$ cat src/rtl/periph_bus_arbiter.sv
// periph_bus_arbiter
// Shares the peripheral block's single req/gnt/rvalid data port between two
// masters (m0 = CPU data port, m1 = DMA/debug). Grants and responses pass
// through combinationally; an in-order FIFO of granted master IDs steers each
// response back to the master that issued it.
//
// Build option: define PERIPH_ARB_ROUND_ROBIN_EN to resolve simultaneous
// requests round-robin (the opposite of the most recent grant). When it is
// left undefined, ties always go to master 0 and no last-grant register exists.
//
// Handshake semantics (request side): a request is issued while s_req is high
// and is accepted on the cycle where s_req & s_gnt. A request that saw s_req
// without s_gnt is locked: the same master stays selected, and must keep its
// address-phase fields stable, until it is accepted. Response side: every
// s_rvalid while transactions are outstanding completes the oldest one;
// s_rvalid with nothing outstanding is ignored.
module periph_bus_arbiter #(
  parameter int MAX_OUTSTANDING = 2
) (
  input  logic        clk,
  input  logic        rst,
  // master 0 (CPU data port)
  input  logic        m0_req,
  input  logic        m0_we,
  input  logic [3:0]  m0_be,
  input  logic [31:0] m0_addr,
  input  logic [31:0] m0_wdata,
  output logic        m0_gnt,
  output logic        m0_rvalid,
  output logic        m0_err,
  output logic [31:0] m0_rdata,
  // master 1 (DMA / debug)
  input  logic        m1_req,
  input  logic        m1_we,
  input  logic [3:0]  m1_be,
  input  logic [31:0] m1_addr,
  input  logic [31:0] m1_wdata,
  output logic        m1_gnt,
  output logic        m1_rvalid,
  output logic        m1_err,
  output logic [31:0] m1_rdata,
  // peripheral block slave port
  output logic        s_req,
  output logic        s_we,
  output logic [3:0]  s_be,
  output logic [31:0] s_addr,
  output logic [31:0] s_wdata,
  input  logic        s_gnt,
  input  logic        s_rvalid,
  input  logic        s_err,
  input  logic [31:0] s_rdata
);

  // Pointer width is at least one bit so a depth-1 FIFO still has a pointer.
  localparam int PTR_W = (MAX_OUTSTANDING > 1) ? $clog2(MAX_OUTSTANDING) : 1;
  localparam int CNT_W = $clog2(MAX_OUTSTANDING) + 1;

  localparam logic [CNT_W-1:0] CNT_MAX  = CNT_W'(MAX_OUTSTANDING);
  localparam logic [CNT_W-1:0] CNT_ONE  = CNT_W'(1);
  localparam logic [PTR_W-1:0] PTR_LAST = PTR_W'(MAX_OUTSTANDING - 1);
  localparam logic [PTR_W-1:0] PTR_ONE  = PTR_W'(1);

  // Arbitration state
  logic                       r_lock_valid;
  logic                       r_lock_id;

  // Outstanding-transaction ID FIFO
  logic [MAX_OUTSTANDING-1:0] r_fifo;
  logic [PTR_W-1:0]           r_wr_ptr;
  logic [PTR_W-1:0]           r_rd_ptr;
  logic [CNT_W-1:0]           r_count;

  // Combinational nets
  logic                       w_tie_id;
  logic                       w_sel_valid;
  logic                       w_sel_id;
  logic                       w_full;
  logic                       w_s_req;
  logic                       w_push;
  logic                       w_pop;
  logic                       w_head_id;

  // Advance a FIFO pointer, wrapping at the configured depth (which need not
  // be a power of two).
  function automatic logic [PTR_W-1:0] ptr_next(input logic [PTR_W-1:0] p);
    return (p == PTR_LAST) ? '0 : p + PTR_ONE;
  endfunction

`ifdef PERIPH_ARB_ROUND_ROBIN_EN
  logic r_last_id;

  // Ties go to whichever master was not granted most recently.
  assign w_tie_id = ~r_last_id;

  // Remember the most recently granted master; reset makes m0 win the first tie.
  always_ff @(posedge clk) begin
    if (rst) begin
      r_last_id <= 1'b1;
    end else if (w_push) begin
      r_last_id <= w_sel_id;
    end
  end
`else
  // Fixed priority: master 0 wins every tie.
  assign w_tie_id = 1'b0;
`endif

  // Pick the master to present to the peripheral this cycle.
  always_comb begin
    w_sel_valid = 1'b0;
    w_sel_id    = 1'b0;
    if (r_lock_valid) begin
      w_sel_valid = 1'b1;
      w_sel_id    = r_lock_id;
    end else if (m0_req && m1_req) begin
      w_sel_valid = 1'b1;
      w_sel_id    = w_tie_id;
    end else if (m0_req || m1_req) begin
      w_sel_valid = 1'b1;
      w_sel_id    = m1_req;
    end
  end

  // No new request may be issued once every FIFO slot is taken; a response
  // arriving in the same cycle frees a slot only from the next cycle on.
  assign w_full  = (r_count == CNT_MAX);
  assign w_s_req = w_sel_valid & ~w_full;

  assign w_push    = w_s_req & s_gnt;
  assign w_pop     = s_rvalid & (r_count != '0);
  assign w_head_id = r_fifo[r_rd_ptr];

  // Forward the selected master's address phase; idle fields read as zero.
  always_comb begin
    s_req   = 1'b0;
    s_we    = 1'b0;
    s_be    = '0;
    s_addr  = '0;
    s_wdata = '0;
    if (w_s_req) begin
      s_req = 1'b1;
      if (w_sel_id) begin
        s_we    = m1_we;
        s_be    = m1_be;
        s_addr  = m1_addr;
        s_wdata = m1_wdata;
      end else begin
        s_we    = m0_we;
        s_be    = m0_be;
        s_addr  = m0_addr;
        s_wdata = m0_wdata;
      end
    end
  end

  // Route the peripheral grant to the selected master only.
  always_comb begin
    m0_gnt = w_push & ~w_sel_id;
    m1_gnt = w_push &  w_sel_id;
  end

  // Steer the response to the master at the FIFO head; read data is shared
  // and each master qualifies it with its own rvalid.
  always_comb begin
    m0_rvalid = w_pop & ~w_head_id;
    m1_rvalid = w_pop &  w_head_id;
    m0_err    = w_pop & ~w_head_id & s_err;
    m1_err    = w_pop &  w_head_id & s_err;
    m0_rdata  = s_rdata;
    m1_rdata  = s_rdata;
  end

  // Hold the selection while the peripheral stalls an issued request.
  always_ff @(posedge clk) begin
    if (rst) begin
      r_lock_valid <= 1'b0;
      r_lock_id    <= 1'b0;
    end else if (w_s_req && !s_gnt) begin
      r_lock_valid <= 1'b1;
      r_lock_id    <= w_sel_id;
    end else if (w_push) begin
      r_lock_valid <= 1'b0;
    end
  end

  // Record each accepted request's master ID in issue order.
  always_ff @(posedge clk) begin
    if (rst) begin
      r_fifo   <= '0;
      r_wr_ptr <= '0;
    end else if (w_push) begin
      r_fifo[r_wr_ptr] <= w_sel_id;
      r_wr_ptr         <= ptr_next(r_wr_ptr);
    end
  end

  // Retire the oldest ID on each response that has a matching request.
  always_ff @(posedge clk) begin
    if (rst) begin
      r_rd_ptr <= '0;
    end else if (w_pop) begin
      r_rd_ptr <= ptr_next(r_rd_ptr);
    end
  end

  // Track the number of outstanding transactions; push+pop leaves it unchanged.
  always_ff @(posedge clk) begin
    if (rst) begin
      r_count <= '0;
    end else begin
      case ({w_push, w_pop})
        2'b10:   r_count <= r_count + CNT_ONE;
        2'b01:   r_count <= r_count - CNT_ONE;
        default: r_count <= r_count;
      endcase
    end
  end

endmodule

$ cat config.mk
export PLATFORM = sky130hd
export DESIGN_NAME = periph_bus_arbiter
export DESIGN_NICKNAME = d
export VERILOG_FILES = /design/src/rtl/periph_bus_arbiter.sv
export SDC_FILE = /design/constraint.sdc
export NUM_CORES = 1
export LEC_CHECK = 0
export BUFFER_PORTS_ARGS = -buffer_cell sky130_fd_sc_hd__buf_4
export CAP_MARGIN = 20
export CORE_AREA = 2 2 122 124
export CTS_CLUSTER_SIZE = 16
export DETAILED_ROUTE_END_ITERATION = 8
export DIE_AREA = 0 0 124 126
export SLEW_MARGIN = 10
export SYNTH_ARGS = -nofsm -noshare
export SYNTH_HDL_FRONTEND = slang
export SYNTH_SLANG_ARGS = --single-unit
$ cat constraint.sdc
create_clock -name clk -period 5.1 [get_ports clk]
set_input_delay 0.765 -clock clk [delete_from_list [all_inputs] [get_ports clk]]
set_output_delay 0.765 -clock clk [all_outputs]
set_load 0.1 [all_outputs]
# Yosys cells after proc, flatten, opt, wreduce, memory -nomap -nowiden
# Cells that the tools add are included.
# word_totals
out_inout_bits	140
input_bits	177
ram_bits	0
register_bits	8
rom_bits	0
wordCells	61
memories	0
latch_bits	0
# op_classes
bitwise	12
n_shift	0
div	0
addsub	4
order_cmp	3
muxes	25
mul	0
n_reduce_logical	8
n_eq_ne	3
# ops
operator	n
32-bit 2-to-1 mux	4
1-bit 2-to-1 mux	16
1-bit bitwise AND	9
4-bit 2-to-1 mux	2
2-bit nonzero test	3
2-bit == test, second input constant	2
1-bit by 2-bit less-than comparator with 1-bit output, second input constant	2
2-bit one-hot mux with 2 select lines	1
1-bit logical AND	3
1-bit inverter	3
1-bit adder, second input constant	2
2-bit by 1-bit adder with 2-bit output, second input constant	1
2-bit bitwise mux	1
2-bit by 1-bit == test with 1-bit output, second input constant	1
2-bit by 1-bit subtractor with 2-bit output, second input constant	1
1-bit demux with 1-bit select	1
1-bit >= comparator, second input constant	1
1-bit zero test	1
1-bit logical OR	1

# Depth between registers and ports, before layout
# depth
ltp_word	8
mapped_depth	7
depth_no_buf	7

# Worst setup path before layout
# OpenSTA, ideal clock, no wires.
# synth_path
path_kind	input -> output
start	in s_gnt
end	out m0_gnt
path_slack_ns	1.037
required_ns	4.335
n_path_buf	0
arrival_time_ns	3.298
cell_stages	4
cell_sequence	inv_1 -> nor3_1 -> inv_1 -> nor3_1
# synth_between
elab_chain_cells	2
# synth_rtl
element	line	source
start: declaration	48	input logic s_gnt,
1-bit bitwise AND	129	assign w_push = w_s_req & s_gnt;
1-bit bitwise AND	158	m0_gnt = w_push & ~w_sel_id;
end: declaration	28	output logic m0_gnt,
# Every way passes these cells.

# Worst setup path after layout
# layout_path
start	in m1_req
end	out s_be[2]
# layout_between
elab_chain_cells	6
elab_cells_between_ends	11
cone_classes	mux: 8; bitwise: 1; reduce/logical: 2
# layout_rtl
element	line	source
start: declaration	33	input logic m1_req,
1-bit logical OR	118	end else if (m0_req || m1_req) begin
1-bit 2-to-1 mux	118	
1-bit 2-to-1 mux	115	end else if (m0_req && m1_req) begin
1-bit 2-to-1 mux	112	if (r_lock_valid) begin
4-bit 2-to-1 mux or 1-bit bitwise AND (tied branches)	142, 127	
4-bit 2-to-1 mux *	140	if (w_s_req) begin
end: declaration	45	output logic [3:0] s_be,
# Every way passes the cells marked *; elsewhere a longest branch is shown, timed or not.

==> metrics.txt <==
ANT cells 0; clock insertion delay at the later pin of the skew report 240 ps; via count 3025; Slew headroom 0.3838; Pleak 1.695 nW; post-CTS setup buffers 0; initial DRC count 149; RD Place Congestion 0.7416; met1 Usage GRT 0.1365; synth warn 0; number of global-route vias before repair 2641; Tcrit/Tclk final 0.6363; Starting Density 0.1554; CP Launch Type primary input; clock skew 2.011 ps; worst reg2reg path endpoint r_count[1]; R2R Path Start r_lock_valid; worst vdd ir 0.0003170 V; predominant post-synthesis flop cell dfxtp_1; GR Layer Usage met3 0.02491; pin count of the biggest net entering global routing 71; share of the synthesized area in the top cell type 0.2160; initial antenna violation count 0; post-synthesis cell area 0.002225 mm^2; CTS buffer count 3; DR pass1 iterations 4; GRT Total Usage 0.1102; worst-margin pin slew 924.3 ps; DIE HEIGHT 126 um; kind of critical path primary input to output port; synthesized area per cell 6.112 um^2; cell with the most instances after synthesis a21oi_1; min Tclk post-route 3245 ps; EDFF count, synth 0; Distinct cells, synth 35; Power Internal 0.5341 mW; post-DP HPWL 7213 um; Hold Buf Count CTS 0; clock buffer depth 2; Synth area leaders buf_4, a21oi_1, nand3_1, o21ai_0, dfxtp_1; Seq pwr share 0.049; die area 0.01562 mm^2; WP data arrival 2480 ps; GRT overflow 0; cts repair resizes 0; # setup viols final 0; Nets 668; PortBufs 220; CTS tree done; first-pass GRT wire length 13860 um; end of the critical path s_be[2]; Logic pwr share 0.882; fillers 1630; WL per Instance 14.45 um; run status finished clean; Post-Syn Nets 542; CP startpoint m1_req; clock tree root buffer cell clkbuf_16; maximum clock frequency 308.2 MHz; worst hold path type flip-flop to flip-flop; num ports 317; Antenna Nets Post-Route 0; die width 124 um; setup TNS 0 ps; endpoint class of the critical path output port; RSZ-0062 raised after global routing no; FF-to-FF path depth 6; core box area 0.01431 mm^2; Crit Path Max Fanout 69; GR peak layer met2; max cap viols 0; Switch Pwr 1.421 mW; ys async rst share 0; final hold slack 521.4 ps; Area Growth Syn to Fin 59.79%; CTS clk-pin slew, worst paths 40 ps; routing usage on met2 0.1884; sequential fraction of the synthesis area 0.07199; final slew viol count 0; # rows 44; via-per-instance ratio 4.501; Post-Route WL 9709 um; final hold violations 0; # clock sinks 8; Yosys reg bits 8; Critical Path RT 4340 ps; H-tree depth 1; PwrDens 550.0 mW/mm^2; DRC 0; Clock Power Share 0.069; switching share of power 0.7268; share of layout cells above drive strength 1 0.5000; Mapped Cells 364; area leader, netlist buf_4; r2r setup slk 3130 ps; commonest cells in the netlist a21oi_1, buf_4, nand3_1
## cell type report
class                           instances  area (um^2)  area share
Sequential cell                         8        160.2     0.04505
Multi-Input combinational cell        249         1380      0.3882
Clock buffer                            3        75.07     0.02112
Timing Repair Buffer                  224         1694      0.4766
Inverter                                4        15.01    0.004224
Tap cell                              184        230.2     0.06477
## flip-flops by register name, summed over array words and instances (netlist names)
name,cells
r_lock_valid,1
r_count,2
r_lock_id,1
r_wr_ptr,1
r_rd_ptr,1
r_fifo,2
## layer usage
metal | wire length (um) | vias to the layer above
met1 | 3841 | 1354
met4 | 218 | 0
met2 | 4579 | 168
met5 | 0 | -
li1 | - | 1479
met3 | 1069 | 24
## worst max-delay path, stage by stage
cell     delay (ps)
buf_4           120
or3b_4          790
nand3_1         150
a21oi_1         230
buf_4           350
## how the worst min path moves through the flow
| stage | slack [ps] | to | startpoint | cells after the start |
|---|---|---|---|---|
| global placement | 510 | r_count[1] | r_count[1] | 2 |
| finish | 520 | r_count[1] | r_count[1] | 2 |
| detailed placement | 510 | r_fifo[0] | r_wr_ptr | 2 |
| floorplan | 480 | r_count[1] | r_count[1] | 2 |
| CTS | 520 | r_fifo[0] | r_wr_ptr | 2 |
| global route | 550 | r_fifo[0] | r_wr_ptr | 2 |
## power groups by stage
stage | Combinational (mW) | Clock, mW | Sequential, mW
6_report | 1.72 | 0.136 | 0.0954
5_1_grt | 1.79 | 0.139 | 0.0980
4_1_cts | 1.73 | 0.137 | 0.0955
3_5_place_dp | 1.73 | 0 | 0.0963
3_3_place_gp | 1.73 | 0 | 0.0965
2_1_floorplan | 1.61 | 0 | 0.0918
## placed cells by master, fill, tap and decap left out
cell	n
buf_4	223
a21oi_1	72
nand3_1	61
o21ai_0	59
o21ai_1	11
nand3_2	10
dfxtp_1	8
nor2_1	5
inv_1	3
nor3_1	3
nor2b_1	3
clkbuf_16	3
or3_1	2
nand2_1	2
xnor2_1	2
a31oi_1	2
a311oi_1	2
o21a_1	1
nand2b_1	1
nand2_4	1
inv_2	1
nand2_2	1
or3b_4	1
and2_2	1
nor3b_4	1
mux2i_1	1
and2_1	1
and3_1	1
xor2_1	1
a311oi_2	1
a41oi_1	1
o31ai_1	1
ha_1	1
buf_12	1
## through the flow
stage / area [um^2] / utilization / power [mW] / setup slack, ps / std cells
after global routing: 3555 / 0.2483 / 2.028 / 1683 / 672
final: 3555 / 0.2483 / 1.955 / 1855 / 672
after CTS: 3555 / 0.2483 / 1.963 / 1814 / 672
after detailed placement: 3480 / 0.2431 / 1.825 / 1822 / 669
after floorplan: 2225 / - / 1.704 / 1037 / 364
after global placement: 3480 / 0.2431 / 1.826 / 1836 / 669
## logic make-up (layout without fill, tap and decap cells)
family / count (synthesis) / count (layout) / share of synthesized area
mux: 1 / 1 / 0.004500
compound gates: 150 / 150 / 0.3504
fa+ha+maj: 1 / 1 / 0.005623
buf+inv: 107 / 231 / 0.3133
xor+xnor: 3 / 3 / 0.01181
simple gates: 94 / 94 / 0.2424
flops: 8 / 8 / 0.07199
Note: power is estimated with default switching activity, not from simulation.
